==> src/rtl/game_state_controller_if.sv <==
// Signal bundle between the snake game datapath and its state controller.
// The master side drives buttons/score/collision; the slave side reports state.
interface game_state_controller_if #(
    parameter int unsigned N_BUTTONS = 4,
    parameter int unsigned SCORE_W   = 4
);
    logic [N_BUTTONS-1:0] PUSH_BUTTONS;
    logic                 PAUSE_BTN;
    logic [SCORE_W-1:0]   SCORE_IN;
    logic                 COLLISION;
    logic [2:0]           STATE_OUT;
    logic                 GAME_START;
    logic                 GAME_OVER;

    modport master (
        output PUSH_BUTTONS, PAUSE_BTN, SCORE_IN, COLLISION,
        input  STATE_OUT, GAME_START, GAME_OVER
    );

    modport slave (
        input  PUSH_BUTTONS, PAUSE_BTN, SCORE_IN, COLLISION,
        output STATE_OUT, GAME_START, GAME_OVER
    );
endinterface

==> src/rtl/game_state_controller.sv <==
// Top-level game flow FSM: IDLE -> PLAY <-> PAUSE, PLAY -> WIN/LOSE -> IDLE,
// driven by rising-edge button presses, score threshold and collision level.
module game_state_controller #(
    parameter int unsigned N_BUTTONS = 4,
    parameter int unsigned SCORE_W   = 4,
    parameter int unsigned WIN_SCORE = 10,
    parameter int unsigned END_HOLD  = 50000000
) (
    input  logic                   CLOCK,
    input  logic                   RESET,
    game_state_controller_if.slave bus
);

    localparam int unsigned HOLD_W = (END_HOLD == 0) ? 1 : $clog2(END_HOLD + 1);
    localparam logic [HOLD_W-1:0] HOLD_LAST = HOLD_W'((END_HOLD == 0) ? 0 : END_HOLD - 1);
    localparam logic [SCORE_W-1:0] WIN_LIMIT = SCORE_W'(WIN_SCORE);

    typedef enum logic [2:0] {
        ST_IDLE  = 3'b000,
        ST_PLAY  = 3'b001,
        ST_WIN   = 3'b010,
        ST_LOSE  = 3'b011,
        ST_PAUSE = 3'b100
    } state_e;

    state_e               state_q, state_d;
    logic [N_BUTTONS-1:0] btn_prev_q;
    logic                 pause_prev_q;
    logic [HOLD_W-1:0]    hold_q, hold_d;
    logic                 game_start_q, game_start_d;
    logic                 game_over_q, game_over_d;

    logic press_c;
    logic pause_press_c;
    logic score_win_c;
    logic hold_done_c;

    assign press_c       = |(bus.PUSH_BUTTONS & ~btn_prev_q);
    assign pause_press_c = bus.PAUSE_BTN & ~pause_prev_q;
    assign score_win_c   = (bus.SCORE_IN >= WIN_LIMIT);
    assign hold_done_c   = (END_HOLD != 0) && (hold_q == HOLD_LAST);

    // Next state, hold counter and registered output decode.
    always_comb begin
        state_d      = state_q;
        hold_d       = '0;
        game_start_d = 1'b0;
        game_over_d  = 1'b0;

        case (state_q)
            ST_IDLE: begin
                if (press_c) state_d = ST_PLAY;
            end
            ST_PLAY: begin
                if (score_win_c)        state_d = ST_WIN;
                else if (bus.COLLISION) state_d = ST_LOSE;
                else if (pause_press_c) state_d = ST_PAUSE;
            end
            ST_PAUSE: begin
                if (pause_press_c) state_d = ST_PLAY;
            end
            ST_WIN, ST_LOSE: begin
                if (press_c || hold_done_c) state_d = ST_IDLE;
                else                        hold_d  = hold_q + HOLD_W'(1);
            end
            default: state_d = ST_IDLE;
        endcase

        game_start_d = (state_q == ST_IDLE) && (state_d == ST_PLAY);
        game_over_d  = (state_d == ST_WIN) || (state_d == ST_LOSE);
    end

    // Edge-detect history loads every cycle so buttons held through reset stay quiet.
    always_ff @(posedge CLOCK) begin
        btn_prev_q   <= bus.PUSH_BUTTONS;
        pause_prev_q <= bus.PAUSE_BTN;
        if (RESET) begin
            state_q      <= ST_IDLE;
            hold_q       <= '0;
            game_start_q <= 1'b0;
            game_over_q  <= 1'b0;
        end else begin
            state_q      <= state_d;
            hold_q       <= hold_d;
            game_start_q <= game_start_d;
            game_over_q  <= game_over_d;
        end
    end

    assign bus.STATE_OUT  = state_q;
    assign bus.GAME_START = game_start_q;
    assign bus.GAME_OVER  = game_over_q;

endmodule
==> src/flat_wrapper.sv <==
// flat-port wrapper written by rule: the top's interface ports become plain ports
module game_state_controller_flat 
#(
    parameter int unsigned N_BUTTONS = 4,
    parameter int unsigned SCORE_W   = 4,
    parameter int unsigned WIN_SCORE = 10,
    parameter int unsigned END_HOLD  = 50000000
)
  (CLOCK, RESET, bus_PUSH_BUTTONS, bus_PAUSE_BTN, bus_SCORE_IN, bus_COLLISION, bus_STATE_OUT, bus_GAME_START, bus_GAME_OVER);
  game_state_controller_if #(.N_BUTTONS(N_BUTTONS), .SCORE_W(SCORE_W)) bus_i ();
  input  logic CLOCK;
  input  logic RESET;
  input wire logic [$bits(bus_i.PUSH_BUTTONS)-1:0] bus_PUSH_BUTTONS;
  input wire logic [$bits(bus_i.PAUSE_BTN)-1:0] bus_PAUSE_BTN;
  input wire logic [$bits(bus_i.SCORE_IN)-1:0] bus_SCORE_IN;
  input wire logic [$bits(bus_i.COLLISION)-1:0] bus_COLLISION;
  output wire logic [$bits(bus_i.STATE_OUT)-1:0] bus_STATE_OUT;
  output wire logic [$bits(bus_i.GAME_START)-1:0] bus_GAME_START;
  output wire logic [$bits(bus_i.GAME_OVER)-1:0] bus_GAME_OVER;
  assign bus_i.PUSH_BUTTONS = bus_PUSH_BUTTONS;
  assign bus_i.PAUSE_BTN = bus_PAUSE_BTN;
  assign bus_i.SCORE_IN = bus_SCORE_IN;
  assign bus_i.COLLISION = bus_COLLISION;
  assign bus_STATE_OUT = bus_i.STATE_OUT;
  assign bus_GAME_START = bus_i.GAME_START;
  assign bus_GAME_OVER = bus_i.GAME_OVER;
  game_state_controller #(.N_BUTTONS(N_BUTTONS), .SCORE_W(SCORE_W), .WIN_SCORE(WIN_SCORE), .END_HOLD(END_HOLD)) u_core (.CLOCK(CLOCK), .RESET(RESET), .bus(bus_i));
endmodule
==> config.mk <==
export PLATFORM = sky130hd
export DESIGN_NAME = game_state_controller_flat
export DESIGN_NICKNAME = d
export VERILOG_FILES = /design/src/rtl/game_state_controller_if.sv /design/src/rtl/game_state_controller.sv /design/src/flat_wrapper.sv
export SDC_FILE = /design/constraint.sdc
export NUM_CORES = 1
export LEC_CHECK = 0
export ABC_AREA = 1
export CAP_MARGIN = 30
export CORE_ASPECT_RATIO = 0.6
export CORE_MARGIN = 5
export CORE_UTILIZATION = 51
export CTS_CLUSTER_DIAMETER = 200
export DETAILED_ROUTE_END_ITERATION = 8
export PLACE_DENSITY = 0.72
export SLEW_MARGIN = 0
export SYNTH_ARGS = -nofsm -noshare
export SYNTH_HDL_FRONTEND = slang
export SYNTH_SLANG_ARGS = --single-unit
export TNS_END_PERCENT = 50
==> constraint.sdc <==
create_clock -name CLOCK -period 1.82 [get_ports CLOCK]
set_clock_uncertainty 0.15 [all_clocks]
set_input_delay 0.364 -clock CLOCK [delete_from_list [all_inputs] [get_ports CLOCK]]
set_output_delay 0.364 -clock CLOCK [all_outputs]
set_load 0.02 [all_outputs]
==> results of run 1 <==
per-stage QoR:
| stage | setup slack, ns | hold slack, ns | power [W] | util |
|---|---|---|---|---|
| after floorplan | 0.284 | 0.242 | 0.000889 | - |
| after global placement | -0.0562 | 0.317 | 0.000948 | 0.615 |
| after detailed placement | -0.101 | 0.323 | 0.000950 | 0.615 |
| after CTS | 0.0452 | 0.334 | 0.00153 | 0.642 |
| after global routing | 0.00112 | 0.347 | 0.00159 | 0.642 |
| final | 0.0589 | 0.336 | 0.00151 | 0.642 |
layout make-up:
type | instances | area, µm²
Clock buffer | 8 | 90.1
Sequential cell | 36 | 721
Multi-Input combinational cell | 189 | 931
Timing Repair Buffer | 22 | 213
Fill cell | 312 | 1180
Tap cell | 45 | 56.3
Inverter | 29 | 109
state kept, by name, indices dropped and copies added (netlist names):
signal	flops
u_core.pause_prev_q	1
u_core.hold_q	26
u_core.bus.GAME_START	1
u_core.bus.STATE_OUT	3
u_core.btn_prev_q	4
u_core.bus.GAME_OVER	1
worst max path at each step:
stage,end,start,slack [ns],cells after the start
floorplan,u_core.hold_q[15],u_core.hold_q[0],0.28,9
global placement,u_core.hold_q[25],bus_PUSH_BUTTONS[1],-0.06,7
detailed placement,u_core.bus.GAME_START,bus_PUSH_BUTTONS[3],-0.10,7
CTS,bus_STATE_OUT[1],u_core.bus.STATE_OUT[1],0.05,1
global route,bus_STATE_OUT[1],u_core.bus.STATE_OUT[1],0.001,1
finish,bus_STATE_OUT[1],u_core.bus.STATE_OUT[1],0.06,1
power by group:
group	internal, W	switching [W]	total [W]	leakage [nW]
Sequential	0.000804	0.00000915	0.000814	0.293
Combinational	0.0000559	0.0000606	0.000117	0.446
Clock	0.000309	0.000274	0.000583	0.0455
Total	0.00117	0.000344	0.00151	0.784
cell families (layout without fill, tap and decap cells):
| kind of cell | Yosys count | count (layout) |
|---|---|---|
| and+or+nand+nor | 155 | 155 |
| AOI/OAI and AO/OA | 20 | 20 |
| buffers and inverters | 31 | 59 |
| xor gates and xnor gates | 13 | 13 |
| DFF | 36 | 36 |
| adders and majority gates | 1 | 1 |
Yosys cell counts:
library cell | number | area share
nor2_4 | 1 | 0.0063
nor3_2 | 1 | 0.0056
nand4_1 | 3 | 0.011
ha_1 | 1 | 0.0070
nor3_4 | 1 | 0.0091
xor2_1 | 6 | 0.029
a21oi_2 | 2 | 0.0098
nand2_1 | 70 | 0.15
nand3_1 | 14 | 0.039
buf_6 | 2 | 0.013
nand3_2 | 2 | 0.011
inv_1 | 26 | 0.055
nand3b_1 | 4 | 0.017
a21oi_1 | 12 | 0.034
nand2_2 | 2 | 0.0070
dfxtp_1 | 36 | 0.40
inv_2 | 3 | 0.0063
and2_1 | 1 | 0.0035
o21ai_2 | 1 | 0.0049
or2_0 | 1 | 0.0035
nor3_1 | 1 | 0.0028
nor2_2 | 3 | 0.011
nor2_1 | 50 | 0.11
o21ai_0 | 5 | 0.014
xnor2_1 | 7 | 0.034
nand3_4 | 1 | 0.0098
routing by layer:
layer / wire length [µm] / share of wire / up-vias
met5: 0 / 0 / -
met1: 2280 / 0.58 / 674
met3: 222 / 0.057 / 2
met2: 1380 / 0.35 / 29
met4: 27 / 0.0069 / 0
li1: - / - / 845
==> out/qor.yml, run 1 <==
final_cell_area_mm2: 0.00212
num_vias: 1550
initial_utilization: 0.540
final_cell_mix: "nand2_1 (70), nor2_1 (50), dfxtp_1 (36), inv_1 (26), nand3_1 (14)"
post_cts_buffers: 0
cp-end-kind: "primary output"
cts_made_buffers: 5
slew_violations: 0
synthMuxAreaShare: 0
die-area_mm2: 0.00482
syn2layout_area_growth_pct: 18.9
antenna_found_initial: 0
viasPerCell: 4.71
grt.overflow.total: 0
critPathArrivalTime_ns: 1.25
synth_fp_nets: 269
insertion_delay_ns: 0.29
die_y_um: 55.8
yosysWarnings: 0
dp_cells: 321
routedWlPerCell_um: 11.9
setup_viol: 0
maxCapViolations: 0
grtUsageMet1: 0.292
p_leak_nw: 0.784
drive_above_1_share: 0.106
synth_compound_area_frac: 0.0625
hold_path.class: "register to register"
cts.repair.resized: 2
ir_drop_mv: 0.452
drtIter0Drc: 140
final_common_cell: "nand2_1"
clockBufferDepth: 2
relSlewSlack: 0.729
synth_top_family_by_area: "simple AND/OR/NAND/NOR gates"
clkTransAtPathRegs_ns: 0.07
wirelength_um: 3910
holdPathEnd: "u_core.hold_q[25]"
min_period_ns: 1.76
hold_depth: 2
tightestPinTransition_ns: 0.403
cp-start-kind: "register"
fin_cells: 329
drc: 0
synthSimpleGateAreaFrac: 0.389
fin_crit_sh: 0.968
path_buf_inv: 1
setup.worst_path.class: "register to primary output"
synth_area_mm2: 0.00178
hold_viol: 0
worstHoldStart: "u_core.hold_q[25]"
worst_ep_required_time_ns: 1.31
p_per_area_mw_per_mm2: 714
grt_most_used_layer: "met1"
fin_nets: 296
ys_seq_area_frac: 0.404
grt.total_usage: 0.179
grt_use_met3: 0.0562
port-buffer-count: 15
holdBufCountCts: 0
coreArea_mm2: 0.00330
r2r_end: "u_core.hold_q[18]"
dr.pass1.iters: 4
grtUsageMet2: 0.209
fmax_ghz: 0.568
htree_levels: 2
tritoncts: "done"
synth-seq-cells: 36
crit_family: "buffers and inverters"
cpPeakStageDelay_ns: 0.61
crit_fanout: 3
gp_congestion: 0.900
finalSetupTns_ns: 0
slowest_stage: "clkdlybuf4s50_1"
die_x_um: 86.3
cp_cell_sequence: "clkdlybuf4s50_1"
placed_cell_area_mm2: 0.00203
first_global_vias: 1354
yosysUniqueCellTypes: 26
synthXorXnorAreaFrac: 0.0639
hpwl_um: 3040
r2r_start: "u_core.hold_q[1]"
netlist_instances: 256
status: "complete, no violations"
antenna_cells: 0
rsz0062_at_grt: "no"
drt.antenna.violating_nets: 0
r2r_cells: 8
io_pins: 17
grt_max_degree: 27
rows: 16
grt_pass1_wl_um: 6700
clock_sinks: 36
cts-root-buf: "clkbuf_8"
syn_avg_cell_area_um2: 6.96
r2r_slack_ns: 0.19
yosys.area_share.adder: 0.00702
Note: power is estimated with default switching activity, not from simulation.
==> run 2: changes to the inputs <==
--- a/config.mk
+++ b/config.mk
@@ -6,7 +6,7 @@
 export NUM_CORES = 1
 export LEC_CHECK = 0
 export ABC_AREA = 1
-export CAP_MARGIN = 30
+export CAP_MARGIN = 5
 export CORE_ASPECT_RATIO = 0.6
 export CORE_MARGIN = 5
 export CORE_UTILIZATION = 51
==> results of run 2 <==
No change in the layout: final DEF, timing and power equal those of run 1.
